===== src/rtl/class_result_filter_pkg.sv =====
// Shared constants and FSM encoding for the class result filter that drives the LED code.
// The LED driver imports the same IDLE code so "all LEDs on" means the same thing on both sides.
`timescale 1ns/1ps
package class_result_filter_pkg;

  localparam int              CODE_W          = 3;
  localparam logic [CODE_W-1:0] CRF_IDLE_CODE = 3'b111;
  localparam int              CRF_NUM_CLASSES = 5;

  typedef enum logic [1:0] {
    ST_IDLE    = 2'd0,
    ST_CONFIRM = 2'd1,
    ST_HOLD    = 2'd2,
    ST_DISPLAY = 2'd3
  } state_e;

endpackage


===== src/rtl/class_result_filter_cycle_timer.sv =====
// Saturating up-counter with synchronous clear, count enable and a terminal-count flag at MAX-1.
`timescale 1ns/1ps
module class_result_filter_cycle_timer #(
  parameter int MAX = 8
) (
  input  logic clk,
  input  logic rst_n,
  input  logic clr,
  input  logic en,
  output logic tc
);
  localparam int W = $clog2(MAX + 1);

  logic [W-1:0] count;

  always_ff @(posedge clk or negedge rst_n) begin
    if (!rst_n)
      count <= '0;
    else if (clr)
      count <= '0;
    else if (en && count != W'(MAX))
      count <= count + W'(1);
  end

  assign tc = (count == W'(MAX - 1));

endmodule


===== src/rtl/class_result_filter.sv =====
// Debounces classifier results, holds each committed class for a minimum time and
// falls back to the idle LED code when the classifier goes quiet.
`timescale 1ns/1ps
module class_result_filter
  import class_result_filter_pkg::*;
#(
  parameter int                NUM_CLASSES    = CRF_NUM_CLASSES,
  parameter int                CONFIRM_CNT    = 3,
  parameter int                HOLD_CYCLES    = 50000000,
  parameter int                TIMEOUT_CYCLES = 100000000,
  parameter logic [CODE_W-1:0] IDLE_CODE      = CRF_IDLE_CODE
) (
  input  logic              clk,
  input  logic              rst_n,
  input  logic              in_valid,
  output logic              in_ready,
  input  logic [CODE_W-1:0] in_class,
  output logic [CODE_W-1:0] output_val,
  output logic              out_update
);
  localparam int MW = $clog2(CONFIRM_CNT + 1);

  state_e            state, nxt_state;
  logic [CODE_W-1:0] cand, nxt_cand, nxt_out;
  logic [MW-1:0]     match, nxt_match, match_inc;
  logic              nxt_upd, go_commit, go_idle;
  logic              hold_clr, hold_en, hold_tc;
  logic              tmo_clr, tmo_en, tmo_tc, tmo_hit;
  logic              acc, cls_ok, v_acc, i_acc, showing;

  assign acc     = in_valid & in_ready;
  assign cls_ok  = ({29'd0, in_class} < 32'(NUM_CLASSES));
  assign v_acc   = acc & cls_ok;
  assign i_acc   = acc & ~cls_ok;
  assign showing = (output_val != IDLE_CODE);

  assign hold_en = (state == ST_HOLD);
  // Silence only matters while a real class is on the LEDs.
  assign tmo_en  = (state == ST_DISPLAY || state == ST_CONFIRM) && showing;
  assign tmo_hit = tmo_en & tmo_tc;

  assign match_inc = (match >= MW'(CONFIRM_CNT)) ? match : match + MW'(1);

  class_result_filter_cycle_timer #(.MAX(HOLD_CYCLES)) u_hold_tmr (
    .clk   (clk),
    .rst_n (rst_n),
    .clr   (hold_clr),
    .en    (hold_en),
    .tc    (hold_tc)
  );

  class_result_filter_cycle_timer #(.MAX(TIMEOUT_CYCLES)) u_tmo_tmr (
    .clk   (clk),
    .rst_n (rst_n),
    .clr   (tmo_clr),
    .en    (tmo_en),
    .tc    (tmo_tc)
  );

  always_comb begin
    nxt_state = state;
    nxt_cand  = cand;
    nxt_match = match;
    nxt_out   = output_val;
    nxt_upd   = 1'b0;
    hold_clr  = 1'b0;
    tmo_clr   = 1'b0;
    go_commit = 1'b0;
    go_idle   = 1'b0;
    case (state)
      ST_IDLE: begin
        if (v_acc) begin
          nxt_cand  = in_class;
          nxt_match = MW'(1);
          if (CONFIRM_CNT == 1) go_commit = 1'b1;
          else                  nxt_state = ST_CONFIRM;
        end
      end
      ST_CONFIRM: begin
        if (v_acc) begin
          tmo_clr = 1'b1;
          if (in_class == cand) begin
            nxt_match = match_inc;
            if (match_inc >= MW'(CONFIRM_CNT)) go_commit = 1'b1;
          end else if (in_class == output_val) begin
            // Classifier went back to what is already shown: drop the candidate.
            nxt_match = '0;
            nxt_state = ST_DISPLAY;
          end else begin
            nxt_cand  = in_class;
            nxt_match = MW'(1);
            if (CONFIRM_CNT == 1) go_commit = 1'b1;
          end
        end else begin
          if (i_acc) begin
            nxt_match = '0;
            nxt_state = showing ? ST_DISPLAY : ST_IDLE;
          end
          if (tmo_hit) go_idle = 1'b1;
        end
      end
      ST_HOLD: begin
        if (hold_tc) begin
          nxt_state = ST_DISPLAY;
          tmo_clr   = 1'b1;
        end
      end
      ST_DISPLAY: begin
        if (v_acc) begin
          tmo_clr = 1'b1;
          if (in_class != output_val) begin
            nxt_cand  = in_class;
            nxt_match = MW'(1);
            if (CONFIRM_CNT == 1) go_commit = 1'b1;
            else                  nxt_state = ST_CONFIRM;
          end
        end else if (tmo_hit) begin
          go_idle = 1'b1;
        end
      end
      default: nxt_state = ST_IDLE;
    endcase

    if (go_commit) begin
      nxt_out   = in_class;
      nxt_upd   = 1'b1;
      nxt_match = '0;
      hold_clr  = 1'b1;
      nxt_state = ST_HOLD;
    end
    // A valid accept never coexists with go_idle, so accepts win over the timeout.
    if (go_idle) begin
      nxt_out   = IDLE_CODE;
      nxt_upd   = 1'b1;
      nxt_cand  = '0;
      nxt_match = '0;
      tmo_clr   = 1'b1;
      nxt_state = ST_IDLE;
    end
  end

  always_ff @(posedge clk or negedge rst_n) begin
    if (!rst_n) begin
      state      <= ST_IDLE;
      output_val <= IDLE_CODE;
      in_ready   <= 1'b0;
      out_update <= 1'b0;
      cand       <= '0;
      match      <= '0;
    end else begin
      state      <= nxt_state;
      output_val <= nxt_out;
      in_ready   <= (nxt_state != ST_HOLD);
      out_update <= nxt_upd;
      cand       <= nxt_cand;
      match      <= nxt_match;
    end
  end

endmodule


===== config.mk =====
export PLATFORM = sky130hd
export DESIGN_NAME = class_result_filter
export DESIGN_NICKNAME = d
export VERILOG_FILES = /design/src/rtl/class_result_filter_pkg.sv /design/src/rtl/class_result_filter_cycle_timer.sv /design/src/rtl/class_result_filter.sv
export SDC_FILE = /design/constraint.sdc
export NUM_CORES = 1
export LEC_CHECK = 0
export ABC_AREA = 1
export BUFFER_PORTS_ARGS = -buffer_cell sky130_fd_sc_hd__buf_2
export CELL_PAD_IN_SITES_DETAIL_PLACEMENT = 0
export CELL_PAD_IN_SITES_GLOBAL_PLACEMENT = 1
export CORE_MARGIN = 2
export CORE_UTILIZATION = 49
export CTS_BUF_LIST = sky130_fd_sc_hd__clkbuf_4 sky130_fd_sc_hd__clkbuf_8 sky130_fd_sc_hd__clkbuf_16
export CTS_CLUSTER_SIZE = 8
export DETAILED_ROUTE_END_ITERATION = 6
export PLACE_DENSITY_LB_ADDON = 0.1
export RECOVER_POWER = 50
export REMOVE_ABC_BUFFERS = 1
export SLEW_MARGIN = 20
export SYNTH_ARGS = -nofsm -noshare
export SYNTH_HDL_FRONTEND = slang
export SYNTH_SLANG_ARGS = --single-unit

===== constraint.sdc =====
create_clock -name clk -period 4.95 [get_ports clk]
set_input_delay 0.99 -clock clk [delete_from_list [all_inputs] [get_ports clk]]
set_output_delay 0.99 -clock clk [all_outputs]
set_load 0.05 [all_outputs]

==> impl_metrics.json <==
{
  "globalRouteOverflowTotal": 0,
  "setup-tns-final_ps": 0,
  "critical_path_maximum_fanout": 26,
  "first_global_vias": 4249,
  "power.static_leakage_nw": 2.41,
  "synthFlopType": "sky130_fd_sc_hd__dfrtp_1",
  "initial_antenna_violation_count": 0,
  "most_common_cell_after_layout_fill_and_taps_aside": "sky130_fd_sc_hd__nand2_1",
  "hold-worst-slack_ps": 494,
  "timing.critical_path.required_ps": 5180,
  "drtAntennaViolNets": 0,
  "fin_util": 0.546,
  "drive_gt1_frac": 0.103,
  "global_route.usage.met3": 0.0271,
  "postCtsSetupRepairBufs": 0,
  "slew_violations": 0,
  "finClkSkew_ps": 11.0,
  "fp.dieW_um": 103,
  "ctsHtreeMaxLevel": 3,
  "r2r_setup_slack_ps": 2840,
  "run_status": "finished clean",
  "groute.layer.met1.usage": 0.305,
  "top_level_ports": 11,
  "synth-warning-count": 0,
  "globalRouteMet2Util": 0.412,
  "ys_seq_area_frac": 0.342,
  "top_usage_layer": "met2",
  "reg2reg_depth": 10,
  "worst_hold_path_type": "reg2reg",
  "critPathLaunchType": "input pin",
  "cts-resized-gates": 0,
  "arrival_ps": 2640,
  "async_flop_share": 1.00,
  "clock-sinks": 65,
  "ys_ff_latch": 65,
  "critical_path_class": "in2reg",
  "routed_via_density": 5.00,
  "synth.avg_cell_area_um2": 6.56,
  "grt_max_degree": 41,
  "cts_max_path_buffers": 2,
  "power.total_mw": 1.64,
  "clk-insertion-delay-late_ps": 350,
  "detailed_place.area_um2": 4870,
  "post-route-period-util": 0.487,
  "gp_routability_congestion": 0.899,
  "timing.rr.end": "u_tmo_tmr.count[10]",
  "synthesis.area_um2": 4760,
  "max_slew.worst_pin.slew_ps": 1480,
  "via_count": 4347,
  "stdcell_area_um2": 5090,
  "rows": 35,
  "dr.first_iter.drc_count": 173,
  "finalWorstPathRequiredPeriod_ps": 2410,
  "dpl.hpwl_mm": 8.05,
  "die-area_um2": 10500,
  "design.core.area_um2": 9330,
  "cts_tree": "yes",
  "layout_common_cells": "246 x sky130_fd_sc_hd__nand2_1, 120 x sky130_fd_sc_hd__nor2_1, 78 x sky130_fd_sc_hd__inv_1, 71 x sky130_fd_sc_hd__nand3_1, 62 x sky130_fd_sc_hd__dfrtp_1",
  "netlist_instances": 726,
  "holdBufCountCts": 0,
  "die_height_um": 103,
  "cp-startpoint": "in_class[0]",
  "antennaDiodeCount": 0,
  "yosys.cell_types.count": 34,
  "detailed_route_wire_length_per_cell_um": 12.9,
  "clk_pin_slew_ps": 80,
  "critPathCaptureType": "flop",
  "placement.io_buffers": 10,
  "initial_util": 0.511,
  "synthToLayoutAreaGrowth_pct": 6.93,
  "setup_viol": 0,
  "r2r-start": "u_hold_tmr.count[0]",
  "vdd_drop_max_mv": 0.169,
  "rsz_0062_raised_after_global_routing": "no",
  "maxSlewHeadroom": 0.0117,
  "drt_pre_antenna_iters": 4,
  "pwr_density_cell_nw_per_um2": 322,
  "max_cap_violations": 0,
  "cts_buffers": 9,
  "drc_errors": 0,
  "max_clock_freq_ghz": 0.415,
  "root_buffer": "sky130_fd_sc_hd__clkbuf_8",
  "layout.nets": 745,
  "synth-edff-count": 0,
  "route.final.wire_length_mm": 11.2,
  "grt.total_usage": 0.237,
  "grt_first_pass_wirelength_mm": 19.7,
  "setup.worst_path.end": "in_ready",
  "hold_viol_final": 0
}
## cell type report
| type | count | area [µm²] |
|---|---|---|
| tap | 129 | 161 |
| timing repair buffer | 11 | 56.3 |
| clock inverter | 4 | 75.1 |
| multi-input combinational | 564 | 2690 |
| clock buffer | 12 | 159 |
| sequential | 65 | 1630 |
| inverter | 84 | 320 |
| fill | 991 | 4230 |
## worst max-delay path, cell delays in order
cell and delay, ps:
sky130_fd_sc_hd__buf_2 140, sky130_fd_sc_hd__inv_1 100, sky130_fd_sc_hd__nand2_1 60, sky130_fd_sc_hd__nand2_1 80, sky130_fd_sc_hd__nand3_1 220, sky130_fd_sc_hd__nor2_1 200, sky130_fd_sc_hd__nand3_2 450, sky130_fd_sc_hd__nand3b_1 310
sky130_fd_sc_hd__nand3_1 100
## worst min path at each step
stage                         from        to  slack, ps  cells past startpoint
after global placement    match[0]  match[0]        470                      2
after detailed placement  match[0]  match[0]        470                      2
final                     match[0]  match[0]        490                      2
after floorplan           match[0]  match[0]        450                      2
after CTS                 match[0]  match[0]        490                      2
after global routing      match[0]  match[0]        530                      2
## state kept, by name (all words and copies together), names as in the netlist
| signal | count |
|---|---|
| cand | 3 |
| in_ready | 1 |
| state | 2 |
| out_update | 1 |
| u_tmo_tmr.count | 27 |
| output_val | 3 |
| u_hold_tmr.count | 26 |
| match | 2 |
## report_power, final
part | switching [mW] | internal [mW] | leakage, nW
Sequential | 0.0676 | 0.590 | 0.870
Combinational | 0.309 | 0.129 | 1.43
Clock | 0.226 | 0.317 | 0.112
## layer usage
metal	share of wire	wire length, µm
met3	0.029	325
met2	0.48	5400
met4	0.021	238
met1	0.47	5230
met5	0	0
## per-stage QoR
stage / cells / setup WS, ps
finish: 869 / 2540
global route: 869 / 2290
CTS: 869 / 2580
detailed placement: 853 / 2200
global placement: 853 / 2270
floorplan: 713 / 2720
## logic make-up after synthesis
| family | share of synthesized area |
|---|---|
| AO/OA/AOI/OAI | 0.0307 |
| XOR/XNOR | 0.0460 |
| adder cells (fa/ha/maj) | 0.0105 |
| buffers and inverters | 0.0906 |
| flip-flops | 0.342 |
| AND/OR/NAND/NOR | 0.480 |
## Yosys cell counts (4+ instances only)
master                       n  area (µm²)
sky130_fd_sc_hd__o21ai_0     8        40.0
sky130_fd_sc_hd__xor2_1     17         149
sky130_fd_sc_hd__ha_1        4        50.1
sky130_fd_sc_hd__nor3_1      9        45.0
sky130_fd_sc_hd__nand3b_1   13        97.6
sky130_fd_sc_hd__nor2_1    120         450
sky130_fd_sc_hd__dfrtp_1    62        1550
sky130_fd_sc_hd__nand4_1     9        56.3
sky130_fd_sc_hd__nor2_2     19         119
sky130_fd_sc_hd__buf_2       5        25.0
sky130_fd_sc_hd__nand2_2     5        31.3
sky130_fd_sc_hd__inv_1      78         293
sky130_fd_sc_hd__nand3_1    70         350
sky130_fd_sc_hd__a21oi_1    11        55.1
sky130_fd_sc_hd__inv_2       5        18.8
sky130_fd_sc_hd__nand2_1   246         923
sky130_fd_sc_hd__buf_6       7        78.8
sky130_fd_sc_hd__nor2_4      6        67.6
sky130_fd_sc_hd__xnor2_1     8        70.1
(Power assumes the default switching activity.)
